**config.mk**
```make
export PLATFORM = sky130hd
export DESIGN_NAME = ghost_motion_ctrl
export DESIGN_NICKNAME = d
export VERILOG_FILES = /design/src/rtl/ghost_pkg.sv /design/src/rtl/ghost_lfsr.sv /design/src/rtl/ghost_motion_ctrl.sv
export SDC_FILE = /design/constraint.sdc
export NUM_CORES = 1
export LEC_CHECK = 0
export ABC_AREA = 1
export CAP_MARGIN = 20
export CORE_MARGIN = 3
export CORE_UTILIZATION = 42
export DETAILED_ROUTE_END_ITERATION = 8
export PLACE_DENSITY = 0.72
export SKIP_LAST_GASP = 1
export SYNTH_ARGS = -nofsm -noshare
export SYNTH_HDL_FRONTEND = slang
export SYNTH_SLANG_ARGS = --single-unit
```
**constraint.sdc**
```tcl
create_clock -name clk -period 6.2 [get_ports clk]
set_clock_uncertainty 0.05 [all_clocks]
set_input_delay 1.24 -clock clk [delete_from_list [all_inputs] [get_ports clk]]
set_output_delay 1.24 -clock clk [all_outputs]
set_load 0.01 [all_outputs]
```
**src/rtl/ghost_pkg.sv**
```systemverilog
// ghost_pkg: shared constants and types for the ghost movement controller.
//   DIR_*   heading encodings (UP/DOWN on y, LEFT/RIGHT on x)
//   MODE_*  behaviour modes driven by the game controller
//   ghost_state_e  FSM state encoding
//   ghost_dbg_t    debug view of FSM state, retry count and LFSR
//   reverse()      opposite heading; UP<->DOWN and LEFT<->RIGHT differ only in bit 0
package ghost_pkg;

  localparam logic [1:0] DIR_UP    = 2'b00;
  localparam logic [1:0] DIR_DOWN  = 2'b01;
  localparam logic [1:0] DIR_LEFT  = 2'b10;
  localparam logic [1:0] DIR_RIGHT = 2'b11;

  localparam logic [1:0] MODE_RANDOM = 2'd0;
  localparam logic [1:0] MODE_CHASE  = 2'd1;
  localparam logic [1:0] MODE_FRIGHT = 2'd2;
  localparam logic [1:0] MODE_FREEZE = 2'd3;

  localparam int TRIES_W = 8;

  typedef enum logic [1:0] {
    ST_MOVE   = 2'd0,
    ST_TURN   = 2'd1,
    ST_SETTLE = 2'd2
  } ghost_state_e;

  typedef struct packed {
    ghost_state_e        state;
    logic [TRIES_W-1:0]  tries;
    logic [15:0]         lfsr;
  } ghost_dbg_t;

  function automatic logic [1:0] reverse(input logic [1:0] d);
    return d ^ 2'b01;
  endfunction

endpackage

```
**src/rtl/ghost_lfsr.sv**
```systemverilog
// ghost_lfsr: 16-bit Galois LFSR (right-shifting) with enable.
//   clk, rst  system clock, synchronous active-high reset (loads SEED)
//   en        advance one step this cycle
//   value     current LFSR contents
module ghost_lfsr #(
  parameter logic [15:0] SEED = 16'hACE1,
  parameter logic [15:0] TAPS = 16'hB400
) (
  input  logic        clk,
  input  logic        rst,
  input  logic        en,
  output logic [15:0] value
);

  always_ff @(posedge clk) begin
    if (rst) begin
      value <= SEED;
    end else if (en) begin
      // Bit shifted out feeds back into the tap positions.
      value <= {1'b0, value[15:1]} ^ (value[0] ? TAPS : 16'h0000);
    end
  end

endmodule

```
**src/rtl/ghost_motion_ctrl.sv**
```systemverilog
// ghost_motion_ctrl: one ghost's position/heading controller.
//   clk, rst    system clock, synchronous active-high reset
//   move_tick   one-cycle step enable (no handshake; a tick is consumed or dropped in its cycle)
//   wall_ahead  next step along the current heading is blocked
//   mode        RANDOM / CHASE / FRIGHT / FREEZE
//   tgt_x/y     chase target
//   x, y        ghost pixel position (wraps modulo 2^X_W / 2^Y_W)
//   direction   current heading
//   next_dir    candidate heading the next TURN would take (combinational)
//   turning     high while in TURN or SETTLE
//   dbg         FSM state, retry count and LFSR contents
module ghost_motion_ctrl
  import ghost_pkg::*;
#(
  parameter int          X_W       = 10,
  parameter int          Y_W       = 9,
  parameter int          START_X   = 595,
  parameter int          START_Y   = 435,
  parameter logic [1:0]  START_DIR = 2'b10,
  parameter int          STEP      = 1,
  parameter int          CHK_LAT   = 2,
  parameter int          MAX_TRIES = 4,
  parameter logic [15:0] LFSR_SEED = 16'hACE1
) (
  input  logic           clk,
  input  logic           rst,
  input  logic           move_tick,
  input  logic           wall_ahead,
  input  logic [1:0]     mode,
  input  logic [X_W-1:0] tgt_x,
  input  logic [Y_W-1:0] tgt_y,
  output logic [X_W-1:0] x,
  output logic [Y_W-1:0] y,
  output logic [1:0]     direction,
  output logic [1:0]     next_dir,
  output logic           turning,
  output ghost_dbg_t     dbg
);

  localparam int CNT_W = (CHK_LAT < 1) ? 1 : $clog2(CHK_LAT + 1);
  localparam int D_W   = (X_W > Y_W) ? X_W : Y_W;

  localparam logic [X_W-1:0]     X0       = X_W'(START_X);
  localparam logic [Y_W-1:0]     Y0       = Y_W'(START_Y);
  localparam logic [X_W-1:0]     X_STEP   = X_W'(STEP);
  localparam logic [Y_W-1:0]     Y_STEP   = Y_W'(STEP);
  localparam logic [CNT_W-1:0]   CNT_LOAD = CNT_W'(CHK_LAT);
  localparam logic [TRIES_W-1:0] MAX_T    = TRIES_W'(MAX_TRIES);

  ghost_state_e       state;
  logic [CNT_W-1:0]   cnt;
  logic [TRIES_W-1:0] tries;
  logic [1:0]         prev_mode;
  logic [1:0]         pre_dir;    // heading when the current wall episode began
  logic [15:0]        lfsr_q;
  logic               frozen;
  logic               fright_entry;

  assign frozen       = (mode == MODE_FREEZE);
  assign fright_entry = (mode == MODE_FRIGHT) && (prev_mode != MODE_FRIGHT);

  ghost_lfsr #(.SEED(LFSR_SEED), .TAPS(16'hB400)) u_lfsr (
    .clk   (clk),
    .rst   (rst),
    .en    (!frozen),
    .value (lfsr_q)
  );

  // Chase target selection: larger |delta| axis wins, ties to x. Odd retry
  // counts flip the axis so successive retries alternate between axes.
  logic [D_W-1:0] adx, ady;
  logic           use_x;
  logic [1:0]     cand;

  always_comb begin
    adx   = D_W'((tgt_x >= x) ? (tgt_x - x) : (x - tgt_x));
    ady   = D_W'((tgt_y >= y) ? (tgt_y - y) : (y - tgt_y));
    use_x = (adx >= ady) ^ tries[0];
    cand  = lfsr_q[1:0];
    if (mode == MODE_CHASE) begin
      if (use_x) cand = (tgt_x > x) ? DIR_RIGHT : DIR_LEFT;
      else       cand = (tgt_y > y) ? DIR_DOWN  : DIR_UP;
    end
    next_dir = cand;
    // Avoid doubling back unless the forced-reverse fallback is due.
    if ((cand == reverse(direction)) && (tries != MAX_T)) begin
      next_dir = lfsr_q[1:0] ^ 2'b01;
    end
  end

  always_ff @(posedge clk) begin
    if (rst) begin
      x         <= X0;
      y         <= Y0;
      direction <= START_DIR;
      pre_dir   <= START_DIR;
      state     <= ST_MOVE;
      cnt       <= '0;
      tries     <= '0;
      prev_mode <= mode;
    end else begin
      prev_mode <= mode;
      if (!frozen) begin
        if (fright_entry) begin
          // Fright reverses at once and lets the checker re-validate via SETTLE.
          direction <= reverse(direction);
          pre_dir   <= reverse(direction);
          state     <= ST_SETTLE;
          cnt       <= CNT_LOAD;
          tries     <= '0;
        end else begin
          case (state)
            ST_MOVE: begin
              if (wall_ahead) begin
                pre_dir <= direction;
                state   <= ST_TURN;
              end else if (move_tick) begin
                case (direction)
                  DIR_UP:    y <= y - Y_STEP;
                  DIR_DOWN:  y <= y + Y_STEP;
                  DIR_LEFT:  x <= x - X_STEP;
                  default:   x <= x + X_STEP;
                endcase
              end
            end
            ST_TURN: begin
              if (tries == MAX_T) begin
                direction <= reverse(pre_dir);
                tries     <= '0;
              end else begin
                direction <= next_dir;
              end
              cnt   <= CNT_LOAD;
              state <= ST_SETTLE;
            end
            ST_SETTLE: begin
              if (cnt != '0) begin
                cnt <= cnt - CNT_W'(1);
              end else if (wall_ahead) begin
                tries <= tries + TRIES_W'(1);
                state <= ST_TURN;
              end else begin
                tries <= '0;
                state <= ST_MOVE;
              end
            end
            default: state <= ST_MOVE;
          endcase
        end
      end
    end
  end

  assign turning   = (state == ST_TURN) || (state == ST_SETTLE);
  assign dbg.state = state;
  assign dbg.tries = tries;
  assign dbg.lfsr  = lfsr_q;

endmodule

```
======== Word level (Yosys, flattened, before mapping) ========
Index checks and enable logic that the tools add are counted.
cells by class
  add/subtract/negate cells ............... 10
  reduce and logical (&&, ||, !) cells .... 20
  equal/unequal tests ..................... 15
  $lt $le $gt $ge ......................... 5
  bitwise logic cells ..................... 9
  mux-type cells .......................... 29
operators by type and width
  operator                                             count
  2-to-1 mux 8 bit                                     4
  2-to-1 mux 2 bit                                     12
  >= comparator 10 bit                                 2
  2-to-1 mux 10 bit                                    2
  case mux 10 bit (2 select lines)                     1
  subtractor 10 bit                                    2
  subtractor 9 x 9 -> 10 bit                           2
  case mux 9 bit (2 select lines)                      1
  2-to-1 mux 16 bit                                    1
  case mux 8 bit (2 select lines)                      1
  XOR 15 x 16 -> 16 bit                                1
  != test 3 bit (second input constant)                4
  AND reduction 3 bit                                  4
  AND reduction 6 bit                                  2
  adder 10 x 1 -> 10 bit (second input constant)       1
  greater-than comparator 10 bit                       1
  nonzero test 2 bit                                   5
  subtractor 10 x 1 -> 10 bit (second input constant)  1
  adder 9 x 1 -> 9 bit (second input constant)         1
  >= comparator 9 bit                                  1
  greater-than comparator 9 bit                        1
  subtractor 9 x 1 -> 9 bit (second input constant)    1
  adder 8 x 1 -> 8 bit (second input constant)         1
  equality test 2 bit (second input constant)          4
  other kinds (18)                                     32
storage, ports and cells
  bits in registers ....................... 53
  logic and storage cells ................. 98
  output and inout bits ................... 50
  bits of input ports ..................... 25

======== Logic depth before layout (Yosys ltp) ========
Gate-level depths: netlist of the first run.
  depth after elaboration ................. 12
  mapped depth ............................ 33
  mapped depth without buffers ............ 33

======== Modules after synthesis ========
A second synthesis of the first run with hierarchy kept.
unflattened totals
  cells, all modules ...................... 730
  area, all modules ....................... 5034.8 um^2
modules (own cells, without submodules)
  module             seq. area each (um^2)  cells each  times used  area an instance (um^2)
  ghost_motion_ctrl  740.7                  650         1           4393.0
  ghost_lfsr         320.3                  80          1           641.9

======== Worst setup path after synthesis of the first run ========
No wires, ideal clock.
  path kind ............................... input to output
  start ................................... input tgt_x[0]
  end ..................................... output next_dir[1]
  cell stages on the path ................. 24
  data arrival time ....................... 4.206 ns
  data required time ...................... 4.910 ns
  path buffers ............................ 1
  setup slack ............................. 0.704 ns
  path through ............................ inv_1 > ha_1 > inv_1 > fa_1 > nand4_1 > nand3_2 > a31oi_4 > buf_6 > mux2_4 > nand3_1 > xor2_1 > ha_1 > a21o_1 > nor2_1 > nand3_1 > nand2_1 > nand2_1 > nand3_1 > nand3_2 > nand2_1 > nand2_1 > nand2_1 > nand3_1 > nand2_1
on the way
  cells in the longest elaborated chain, start to end .. 9
  elaborated cells on any way between the ends .. 13
  those cells by class .................... add/sub: 2; order compare: 3; eq/ne: 1; mux: 5; bitwise: 1; reduce/logical: 1
RTL lines
  item                                                       RTL line                 source
  start, declared                                            ghost_motion_ctrl.sv:30  input logic [X_W-1:0] tgt_x,
  subtractor 10 bit or >= comparator 10 bit (tied branches)  ghost_motion_ctrl.sv:76  adx = D_W'((tgt_x >= x) ? (tgt_x - x) : (x - tgt_x));
  2-to-1 mux 10 bit                                          ghost_motion_ctrl.sv:76
  >= comparator 10 bit                                       ghost_motion_ctrl.sv:78  use_x = (adx >= ady) ^ tries[0];
  XOR 1 bit                                                  ghost_motion_ctrl.sv:78
  2-to-1 mux 2 bit *                                         ghost_motion_ctrl.sv:81  if (use_x) cand = (tgt_x > x) ? DIR_RIGHT : DIR_LEFT;
  2-to-1 mux 2 bit *                                         ghost_motion_ctrl.sv:80  if (mode == MODE_CHASE) begin
  equality test 2 bit                                        ghost_motion_ctrl.sv:86  if ((cand == reverse(direction)) && (tries != MAX_T)) begin
  logical AND 1 bit                                          ghost_motion_ctrl.sv:86
  2-to-1 mux 2 bit *                                         ghost_motion_ctrl.sv:86
  end, declared                                              ghost_motion_ctrl.sv:35  output logic [1:0] next_dir,
Every way passes the cells marked *; elsewhere a longest branch is shown, timed or not.

======== Worst setup path in the final report of the first run ========
  start ................................... input tgt_x[3]
  end ..................................... output next_dir[0]
Same word-level chain as after synthesis.

==> results of run 1 <==
-- critical path, cell delays in order --
cell	delay [ns]
dlygate4sd2_1	0.25
buf_4	0.13
ha_1	0.20
inv_1	0.05
nand2_1	0.07
nand2_1	0.07
nand2_1	0.06
nand2_1	0.07
nand3_2	0.10
a31oi_4	0.23
inv_2	0.06
or2_4	0.26
nand3_2	0.06
nand3_2	0.07
xor2_1	0.16
ha_1	0.30
a21o_1	0.21
nor2_4	0.16
nand4_1	0.16
nand2_2	0.13
nand2_2	0.07
nand3_2	0.10
nand3_2	0.07
o21bai_1	0.19
nand2_1	0.10
buf_2	0.15
-- Yosys cell counts, drive strengths merged --
cell / number / area (um^2)
a21o: 4 / 30.0
and3b: 1 / 8.76
xnor2: 13 / 114
a22oi: 1 / 12.5
nand4: 8 / 50.1
nand2: 141 / 539
a221o: 2 / 20.0
o31ai: 1 / 7.51
mux2i: 1 / 10.0
o21bai: 1 / 7.51
a31oi: 7 / 58.8
and2: 1 / 6.26
nor3b: 3 / 27.5
nand3: 39 / 215
a21oi: 67 / 339
xor2: 10 / 87.6
o311ai: 1 / 8.76
o211ai: 10 / 75.1
mux2: 1 / 15.0
nand3b: 3 / 22.5
clkbuf: 7 / 26.3
o221ai: 3 / 26.3
fa: 6 / 120
o21ai: 55 / 287
ha: 69 / 863
or2: 3 / 21.3
nor3: 9 / 61.3
a211oi: 4 / 30.0
nor2: 44 / 178
a21boi: 1 / 18.8
buf: 6 / 41.3
inv: 126 / 473
dfxtp: 53 / 1060
-- stage by stage --
step	instance area (um^2)	worst slack, ns	cells	power [mW]
finish	6880	0.179	990	1.52
global route	6880	-0.00799	990	1.63
CTS	6600	0.00407	986	1.45
detailed placement	6260	-0.607	973	1.13
global placement	6260	-0.495	973	1.10
floorplan	4860	0.704	701	0.866
-- report_power, final --
group / total (mW) / internal [mW] / switching (mW) / leakage, nW
logic: 0.824 / 0.381 / 0.443 / 2.89
registers: 0.406 / 0.369 / 0.0364 / 0.436
clock network: 0.288 / 0.153 / 0.136 / 0.0744
-- area by class of cell --
type / count / area share, %
inverters: 126 / 6.87
multi-input cells: 509 / 52.9
flip-flops and latches: 53 / 15.4
clock inverters: 3 / 0.382
well taps: 140 / 2.54
clock buffers: 5 / 1.82
repair buffers: 154 / 20.0
-- sequential cells by signal, summed over array words and instances, names as in the netlist --
signal,cells
u_lfsr.value,16
x,10
y,9
tries,8
cnt,2
direction,2
pre_dir,2
prev_mode,2
state,2
-- cells by family (layout without fill, tap and decap cells) --
kind of cell             Yosys count  count (layout)  share of synthesized area [%]
flip-flops                        53              53                           21.8
buffers and inverters            139             288                           11.1
AND/OR/NAND/NOR                  252             252                           23.2
adder cells (fa/ha/maj)           75              75                           20.2
XOR/XNOR                          23              23                           4.14
AO/OA/AOI/OAI                    157             157                           18.9
multiplexers                       2               2                          0.515
-- how the worst min path moves through the flow --
stage | to | from | cells after the start | slack [ns]
finish | cnt[1]$_SDFFE_PP0P_ | cnt[1]$_SDFFE_PP0P_ | 2 | 0.43
global route | u_lfsr.value[14]$_SDFFE_PP0N_ | u_lfsr.value[14]$_SDFFE_PP0N_ | 2 | 0.46
CTS | cnt[1]$_SDFFE_PP0P_ | cnt[1]$_SDFFE_PP0P_ | 2 | 0.43
detailed placement | cnt[1]$_SDFFE_PP0P_ | cnt[1]$_SDFFE_PP0P_ | 2 | 0.42
global placement | cnt[1]$_SDFFE_PP0P_ | cnt[1]$_SDFFE_PP0P_ | 2 | 0.40
floorplan | cnt[1]$_SDFFE_PP0P_ | cnt[1]$_SDFFE_PP0P_ | 2 | 0.38
-- what timing repair did --
action                                  CTS  global route
endpoints found under the setup margin    2             2
gates resized for setup                  43            57
pin swaps                                21            29
endpoints found under the hold margin     0             0
buffers inserted                          5             4
hold buffers                              0             0
gates cloned                              0             0
-- cells in the final DEF (no fill, tap or decap), types with 5 or more instances in the layout --
cell type        count
o211ai_1            10
a21oi_1             62
dfxtp_1             53
inv_1              110
nand3_2             16
clkbuf_16            5
nand2_1            125
o21ai_1             18
ha_1                48
nand2_2             15
o21ai_0             33
ha_4                18
xnor2_1             12
nor2_1              39
nand3_1             23
nor3_1               7
xor2_1               9
a21oi_2              5
dlymetal6s2s_1      14
buf_4               78
nand4_1              8
clkdlybuf4s50_1     53
inv_2               16
a31oi_1              6
-- routing by layer --
| metal | wire length (um) | vias up | GRT usage [%] |
|---|---|---|---|
| met5 | 0 | - | 0 |
| met4 | 282 | 0 | 6.73 |
| met3 | 547 | 29 | 2.49 |
| met2 | 6740 | 120 | 35.3 |
| met1 | 6140 | 2374 | 26.3 |
| li1 | - | 2604 | - |
==> results.py, run 1 <==
metrics = {
    "status": {
        "outcome": "completed",
    },
    "sta": {
        "whs_ns": 0.429,
        "max_slew_margin_pct": 29.8,
        "timing.fmax_mhz": 166,
        "finalSetupTns_ns": 0,
        "maxSlewViolCount": 0,
        "tightestPinTransition_ns": 1.05,
        "period_share_pct": 97.1,
        "min_period_ns": 6.02,
        "final-hold-violation-count": 0,
        "setup_viol": 0,
    },
    "power_and_ir_drop": {
        "ir_worst_vdd_uv": 135,
        "leakage_nw": 3.40,
        "power_density_mw_per_mm2": 221,
    },
    "clock_tree": {
        "clockRootBuffer": "clkbuf_16",
        "cts_buffers": 5,
        "clockBufferDepth": 2,
        "cts.clk_slew.worst_paths_ns": 0.07,
        "clkLatencyLatePin_ns": 0.29,
        "cts_sinks": 53,
        "cts.htree.levels": 2,
        "cts_tree": "yes",
    },
    "synth": {
        "ys_seq_area_share_pct": 21.8,
        "syn_inst": 701,
        "ys_types": 49,
        "synth_warnings": 0,
        "syn-cell-area_mm2": 0.00486,
        "synth_nets": 801,
        "ys_ff_latch": 53,
        "syn_area_per_cell_um2": 6.94,
    },
    "cells_and_area": {
        "utilization_pct": 62.1,
        "diodes": 0,
        "multi_input_area_mm2": 0.00364,
        "n_fill_cell": 954,
        "nNetsFinal": 949,
        "area_growth_pct": 41.6,
        "drive_gt1_share_pct": 22.1,
        "register_area_mm2": 0.00106,
    },
    "floorplan": {
        "die_x_um": 114,
        "fp.dieH_um": 114,
        "io-pin-count": 75,
        "rows": 38,
        "start_util_pct": 43.9,
        "dieArea_mm2": 0.0129,
        "core_mm2": 0.0111,
    },
    "critical_path": {
        "critPathMaxFanout": 3,
        "start_kind": "primary input",
        "arrival_ns": 4.73,
        "end_kind": "output pin",
        "cp-endpoint": "next_dir[0]",
        "r2r_slack_ns": 2.16,
        "reg2regPathDepth": 25,
        "critPathLaunch": "tgt_x[3]",
        "path_class": "primary input to output pin",
        "crit_required_ns": 4.91,
        "r2r_start": "x[0]$_SDFFE_PP1P_",
        "rr_endpoint": "direction[0]$_SDFFE_PP0P_",
    },
    "detailed_routing": {
        "routedWlPerCell_um": 13.8,
        "antenna_left": 0,
        "vias": 5127,
        "drt_iter0_markers": 215,
        "drt_pass1_iterations": 5,
        "drc_errors": 0,
        "via_per_inst": 5.18,
        "routed_wl_um": 13700,
    },
    "job": {
        "max-cap-violations": 0,
    },
    "placed_design": {
        "detailed_place_hpwl_um": 10300,
        "gp_congestion": 0.933,
        "port-buffer-count": 74,
    },
    "global_routing": {
        "grt_pass1_wl_um": 22200,
        "antenna_found_initial": 0,
        "overflow": 0,
        "grt_usage_pct": 20.4,
        "grt_max_degree": 35,
        "grt_pass1_vias": 5012,
    },
    "worst_hold_path": {
        "hp-class": "flop to flop",
    },
}
Power figures use the tool's default switching activity.
==> run 2, diff against run 1 <==
--- a/config.mk
+++ b/config.mk
@@ -9,8 +9,9 @@
 export CAP_MARGIN = 20
 export CORE_MARGIN = 3
 export CORE_UTILIZATION = 42
+export CTS_CLUSTER_DIAMETER = 200
 export DETAILED_ROUTE_END_ITERATION = 8
-export PLACE_DENSITY = 0.72
+export PLACE_DENSITY = 0.76
 export SKIP_LAST_GASP = 1
 export SYNTH_ARGS = -nofsm -noshare
 export SYNTH_HDL_FRONTEND = slang
==> results.py, run 2 (synthesized netlist as in run 1, its figures left out) <==
metrics = {
    "floorplan": {
        "die_x_um": 114,
        "fp.dieH_um": 114,
        "dieArea_mm2": 0.0129,
        "core_mm2": 0.0111,
        "start_util_pct": 43.9,
        "rows": 38,
        "io-pin-count": 75,
    },
    "clock_tree": {
        "clkLatencyLatePin_ns": 0.29,
        "cts_sinks": 53,
        "cts.clk_slew.worst_paths_ns": 0.07,
        "clockRootBuffer": "clkbuf_16",
        "cts_buffers": 5,
        "cts_tree": "yes",
        "cts.htree.levels": 2,
        "hold_buffers": 0,
        "clockBufferDepth": 2,
    },
    "critical_path": {
        "crit_slowest_cell": "clkdlybuf4s50_1",
        "end_kind": "output pin",
        "cp_num_buf_inv": 6,
        "reg2regPathDepth": 27,
        "start_kind": "primary input",
        "r2r_start": "x[0]$_SDFFE_PP1P_",
        "worst_path_most_repeated_cell": "nand2_1",
        "critPathMaxStageDelay_ns": 0.52,
        "rr_endpoint": "direction[0]$_SDFFE_PP0P_",
        "crit_required_ns": 4.91,
        "arrival_ns": 4.69,
        "r2r_slack_ns": 1.96,
        "critPathMaxFanout": 4,
        "critPathTopFamily": "simple AND/OR/NAND/NOR gates",
        "path_class": "primary input to output pin",
    },
    "cells_and_area": {
        "multi_input_area_mm2": 0.00362,
        "register_area_mm2": 0.00106,
        "largest_register_ffs": 16,
        "top_register": "u_lfsr.value",
        "top_regs": "u_lfsr.value (16), x (10), y (9)",
        "final_cell_mix": "nand2_1, inv_1, buf_4, a21oi_1, clkdlybuf4s50_1",
        "area_growth_pct": 40.5,
        "final_common_cell": "nand2_1",
        "n_fill_cell": 965,
        "nNetsFinal": 945,
        "drive_gt1_share_pct": 21.2,
        "utilization_pct": 61.7,
        "diodes": 0,
    },
    "global_routing": {
        "grt_pass1_wl_um": 20300,
        "grt_usage_pct": 18.7,
        "grt_max_degree": 35,
        "grt_pass1_vias": 4544,
        "antenna_found_initial": 0,
        "overflow": 0,
    },
    "worst_hold_path": {
        "hp-class": "flop to flop",
        "holdPathEnd": "cnt[1]$_SDFFE_PP0P_",
        "min_from": "cnt[1]$_SDFFE_PP0P_",
        "hold_depth": 2,
    },
    "sta": {
        "setup_viol": 0,
        "tightestPinTransition_ns": 1.03,
        "maxSlewViolCount": 0,
        "final-hold-violation-count": 0,
        "max_slew_margin_pct": 31.5,
        "timing.fmax_mhz": 167,
        "whs_ns": 0.418,
        "period_share_pct": 96.5,
        "layout_setup_ws_ns": 0.217,
        "min_period_ns": 5.98,
        "finalSetupTns_ns": 0,
    },
    "power_and_ir_drop": {
        "ir_worst_vdd_uv": 184,
        "leakage_nw": 3.40,
        "power_density_mw_per_mm2": 217,
    },
    "detailed_routing": {
        "via_per_inst": 5.09,
        "vias": 5023,
        "drt_pass1_iterations": 6,
        "drt_iter0_markers": 232,
        "drc_errors": 0,
        "routedWlPerCell_um": 13.0,
        "antenna_left": 0,
        "routed_wl_um": 12800,
    },
    "job": {
        "max-cap-violations": 0,
    },
    "placed_design": {
        "detailed_place_hpwl_um": 9830,
        "place_ws_ns": -0.536,
        "gp_congestion": 0.915,
        "port-buffer-count": 74,
    },
    "status": {
        "outcome": "completed",
    },
}
[run 2: changes by cell type in the layout (fill, tap and decap cells not counted), moves of 2 or more]
cell | before | now
a21oi_1 | 62 | 60
a21oi_2 | 5 | 7
buf_4 | 78 | 74
clkdlybuf4s50_1 | 53 | 55
dlygate4sd2_1 | 4 | 0
dlymetal6s2s_1 | 14 | 17
ha_4 | 18 | 16
inv_2 | 16 | 14
nand2_1 | 125 | 128
nand2_2 | 15 | 12
nand3_1 | 23 | 27
nand3_2 | 16 | 11
[run 2: cell type report]
| class | count | share of cell area (%) |
|---|---|---|
| flip-flops and latches | 53 | 15.5 |
| multi-input cells | 509 | 53.0 |
| inverters | 126 | 6.96 |
| well taps | 140 | 2.56 |
| clock buffers | 5 | 1.83 |
| clock inverters | 3 | 0.385 |
| repair buffers | 150 | 19.8 |
[run 2: how the worst max path moves through the flow]
stage                        endpoint  cells after the start  slack (ns)      from
final                     next_dir[1]                     32        0.22  tgt_y[3]
after global routing      next_dir[1]                     32       -0.05  tgt_y[3]
after CTS                 next_dir[0]                     26       0.007  tgt_x[0]
after detailed placement  next_dir[1]                     26       -0.54  tgt_x[0]
after global placement    next_dir[1]                     28       -0.44  tgt_x[0]
after floorplan           next_dir[1]                     24        0.70  tgt_x[0]
[run 2: metal layers]
layer / up-vias / wire length (um) / track usage (%)
met5: - / 0 / 0
li1: 2597 / - / -
met3: 13 / 439 / 1.86
met4: 0 / 143 / 4.25
met2: 105 / 6290 / 32.9
met1: 2308 / 5960 / 24.7
[run 2: tightest hold or removal path: cells and delay by family, from the launching register on]
| kind | cells | cell delay (ns) |
|---|---|---|
| flip-flops | 1 | 0.30 |
| buffers and inverters | 1 | 0.06 |
| AO/OA/AOI/OAI | 1 | 0.06 |
[run 2: what timing repair did]
item                                    4_1_cts  5_1_grt
endpoints found under the setup margin        2        2
buffers inserted                              5        2
hold endpoints to repair                      0        0
resized for setup                            33       61
cloned                                        0        0
pin swaps                                    14       28
[run 2: report_power, final]
| part | switching (mW) | internal (mW) | total, mW |
|---|---|---|---|
| Combinational | 0.425 | 0.371 | 0.795 |
| Clock | 0.131 | 0.153 | 0.284 |
| Sequential | 0.0359 | 0.369 | 0.405 |
| Total | 0.592 | 0.893 | 1.48 |
[run 2: per-stage QoR]
stage               power, mW  cell area [um^2]  instances
finish                   1.48              6830        986
global route             1.61              6830        986
CTS                      1.44              6540        984
detailed placement       1.11              6230        971
global placement         1.09              6230        971
floorplan               0.866              4860        701
==> run 3, diff against run 2 <==
--- a/config.mk
+++ b/config.mk
@@ -12,6 +12,7 @@
 export CTS_CLUSTER_DIAMETER = 200
 export DETAILED_ROUTE_END_ITERATION = 8
 export PLACE_DENSITY = 0.76
+export RECOVER_POWER = 50
 export SKIP_LAST_GASP = 1
 export SYNTH_ARGS = -nofsm -noshare
 export SYNTH_HDL_FRONTEND = slang
==> results.py, run 3 (synthesized netlist as in run 1, its figures left out) <==
metrics = {
    "placed_design": {
        "detailed_place_hpwl_um": 9830,
        "port-buffer-count": 74,
        "gp_congestion": 0.915,
        "place_ws_ns": -0.536,
        "dp_cells": 971,
    },
    "critical_path": {
        "arrival_ns": 4.70,
        "start_kind": "primary input",
        "crit_required_ns": 4.91,
        "path_class": "primary input to output pin",
        "end_kind": "output pin",
        "critPathMaxFanout": 4,
    },
    "power_and_ir_drop": {
        "ir_worst_vdd_uv": 184,
        "pwr-share-clk_pct": 19.3,
        "combPwrFrac_pct": 53.3,
        "p_seq_share_pct": 27.4,
        "power_density_mw_per_mm2": 216,
        "p_int_mw": 0.883,
        "p_switching_mw": 0.590,
        "p_sw_share_pct": 40.1,
        "leakage_nw": 3.43,
    },
    "floorplan": {
        "core_mm2": 0.0111,
        "fp.dieH_um": 114,
        "rows": 38,
        "start_util_pct": 43.9,
        "io-pin-count": 75,
        "die_x_um": 114,
        "dieArea_mm2": 0.0129,
    },
    "cells_and_area": {
        "diodes": 0,
        "top_register": "u_lfsr.value",
        "nNetsFinal": 945,
        "final_common_cell": "nand2_1",
        "n_fill_cell": 965,
        "drive_gt1_share_pct": 21.2,
        "final_cells": 986,
        "area_growth_pct": 40.5,
        "largest_register_ffs": 16,
        "top_regs": "u_lfsr.value (16), x (10), y (9)",
        "final_cell_mix": "nand2_1, inv_1, buf_4, a21oi_1, dfxtp_1",
        "utilization_pct": 61.7,
    },
    "sta": {
        "period_share_pct": 96.6,
        "tightestPinTransition_ns": 1.02,
        "timing.fmax_mhz": 167,
        "maxSlewViolCount": 0,
        "whs_ns": 0.418,
        "setup_viol": 0,
        "final-hold-violation-count": 0,
        "min_period_ns": 5.99,
        "layout_setup_ws_ns": 0.213,
        "finalSetupTns_ns": 0,
        "max_slew_margin_pct": 31.6,
    },
    "status": {
        "outcome": "completed",
    },
    "global_routing": {
        "antenna_found_initial": 0,
        "overflow": 0,
        "grt_pass1_vias": 4544,
        "grt_max_degree": 35,
        "grt_pass1_wl_um": 20300,
        "grt_usage_pct": 18.7,
    },
    "detailed_routing": {
        "via_per_inst": 5.09,
        "routedWlPerCell_um": 13.0,
        "routed_wl_um": 12800,
        "drc_errors": 0,
        "drt_pass1_iterations": 5,
        "antenna_left": 0,
        "drt_iter0_markers": 218,
        "vias": 5014,
    },
    "clock_tree": {
        "clockRootBuffer": "clkbuf_16",
        "clockBufferDepth": 2,
        "cts.htree.levels": 2,
        "cts_tree": "yes",
        "cts_buffers": 5,
        "clkLatencyLatePin_ns": 0.29,
        "cts.clk_slew.worst_paths_ns": 0.07,
        "hold_buffers": 0,
        "cts_sinks": 53,
    },
    "worst_hold_path": {
        "hp-class": "flop to flop",
    },
    "job": {
        "max-cap-violations": 0,
    },
}
-- run 3: cell types whose count changed in the layout (fill, tap and decap cells not counted), sizes merged --
cell,change
dlygate4sd3,+51
clkdlybuf4s50,-51
-- run 3: layout make-up --
class	count	area, um^2	area share (%)
clock inverter	3	26.3	0.385
multi-input combinational	509	3620	53.0
timing repair buffer	150	1350	19.8
tap	140	175	2.56
inverter	126	475	6.96
clock buffer	5	125	1.83
sequential	53	1060	15.5
-- run 3: metrics by stage --
step | power [mW] | cell area [um^2]
CTS | 1.44 | 6540
detailed placement | 1.11 | 6230
finish | 1.47 | 6830
global route | 1.60 | 6830
global placement | 1.09 | 6230
floorplan | 0.866 | 4860
-- run 3: final timing paths --
check	from	to	slack, ns	depth (start not counted)
max reg2reg	x[0]$_SDFFE_PP1P_	direction[0]$_SDFFE_PP0P_	1.96	27
max	tgt_y[2]	next_dir[1]	0.21	28
min	cnt[1]$_SDFFE_PP0P_	cnt[1]$_SDFFE_PP0P_	0.42	2
min reg2reg	cnt[1]$_SDFFE_PP0P_	cnt[1]$_SDFFE_PP0P_	0.42	2
-- run 3: critical path: stages --
cell and delay, ns:
clkdlybuf4s50_1 0.42, ha_1 0.33, nand2_1 0.06, inv_1 0.11, nand4_1 0.12, nand3_2 0.11, inv_2 0.04, nand2_2 0.10
inv_4 0.05, buf_4 0.13, buf_4 0.13, nand2_1 0.08, o21ai_2 0.08, xnor2_2 0.14, ha_1 0.30, a21oi_1 0.17
nand2_1 0.08, nand2_2 0.09, nand4_1 0.13, nand2_2 0.12, nand2_2 0.06, nand3_2 0.10, nand3_2 0.08, inv_2 0.08
nand2_1 0.06, nand3_2 0.07, nand2_1 0.08, buf_2 0.15
-- run 3: power by group through the flow --
stage / combinational, mW / sequential, mW / clock [mW]
after floorplan: 0.454 / 0.412 / 0
after global placement: 0.683 / 0.410 / 0
after detailed placement: 0.698 / 0.410 / 0
after CTS: 0.741 / 0.404 / 0.293
after global routing: 0.885 / 0.409 / 0.304
final: 0.785 / 0.404 / 0.284
-- run 3: layer usage --
layer / global-route usage (%) / vias up / part of all wire (%)
li1: - / 2590 / -
met1: 24.7 / 2298 / 46
met2: 32.9 / 111 / 49
met3: 1.86 / 15 / 4.0
met4: 4.25 / 0 / 1.1
met5: 0 / - / 0
-- run 3: timing repair --
action | in CTS | in global routing
pin swaps | 14 | 28
hold endpoints to repair | 0 | 0
buffers inserted | 5 | 2
gates resized for setup | 33 | 61
setup endpoints to repair | 2 | 2
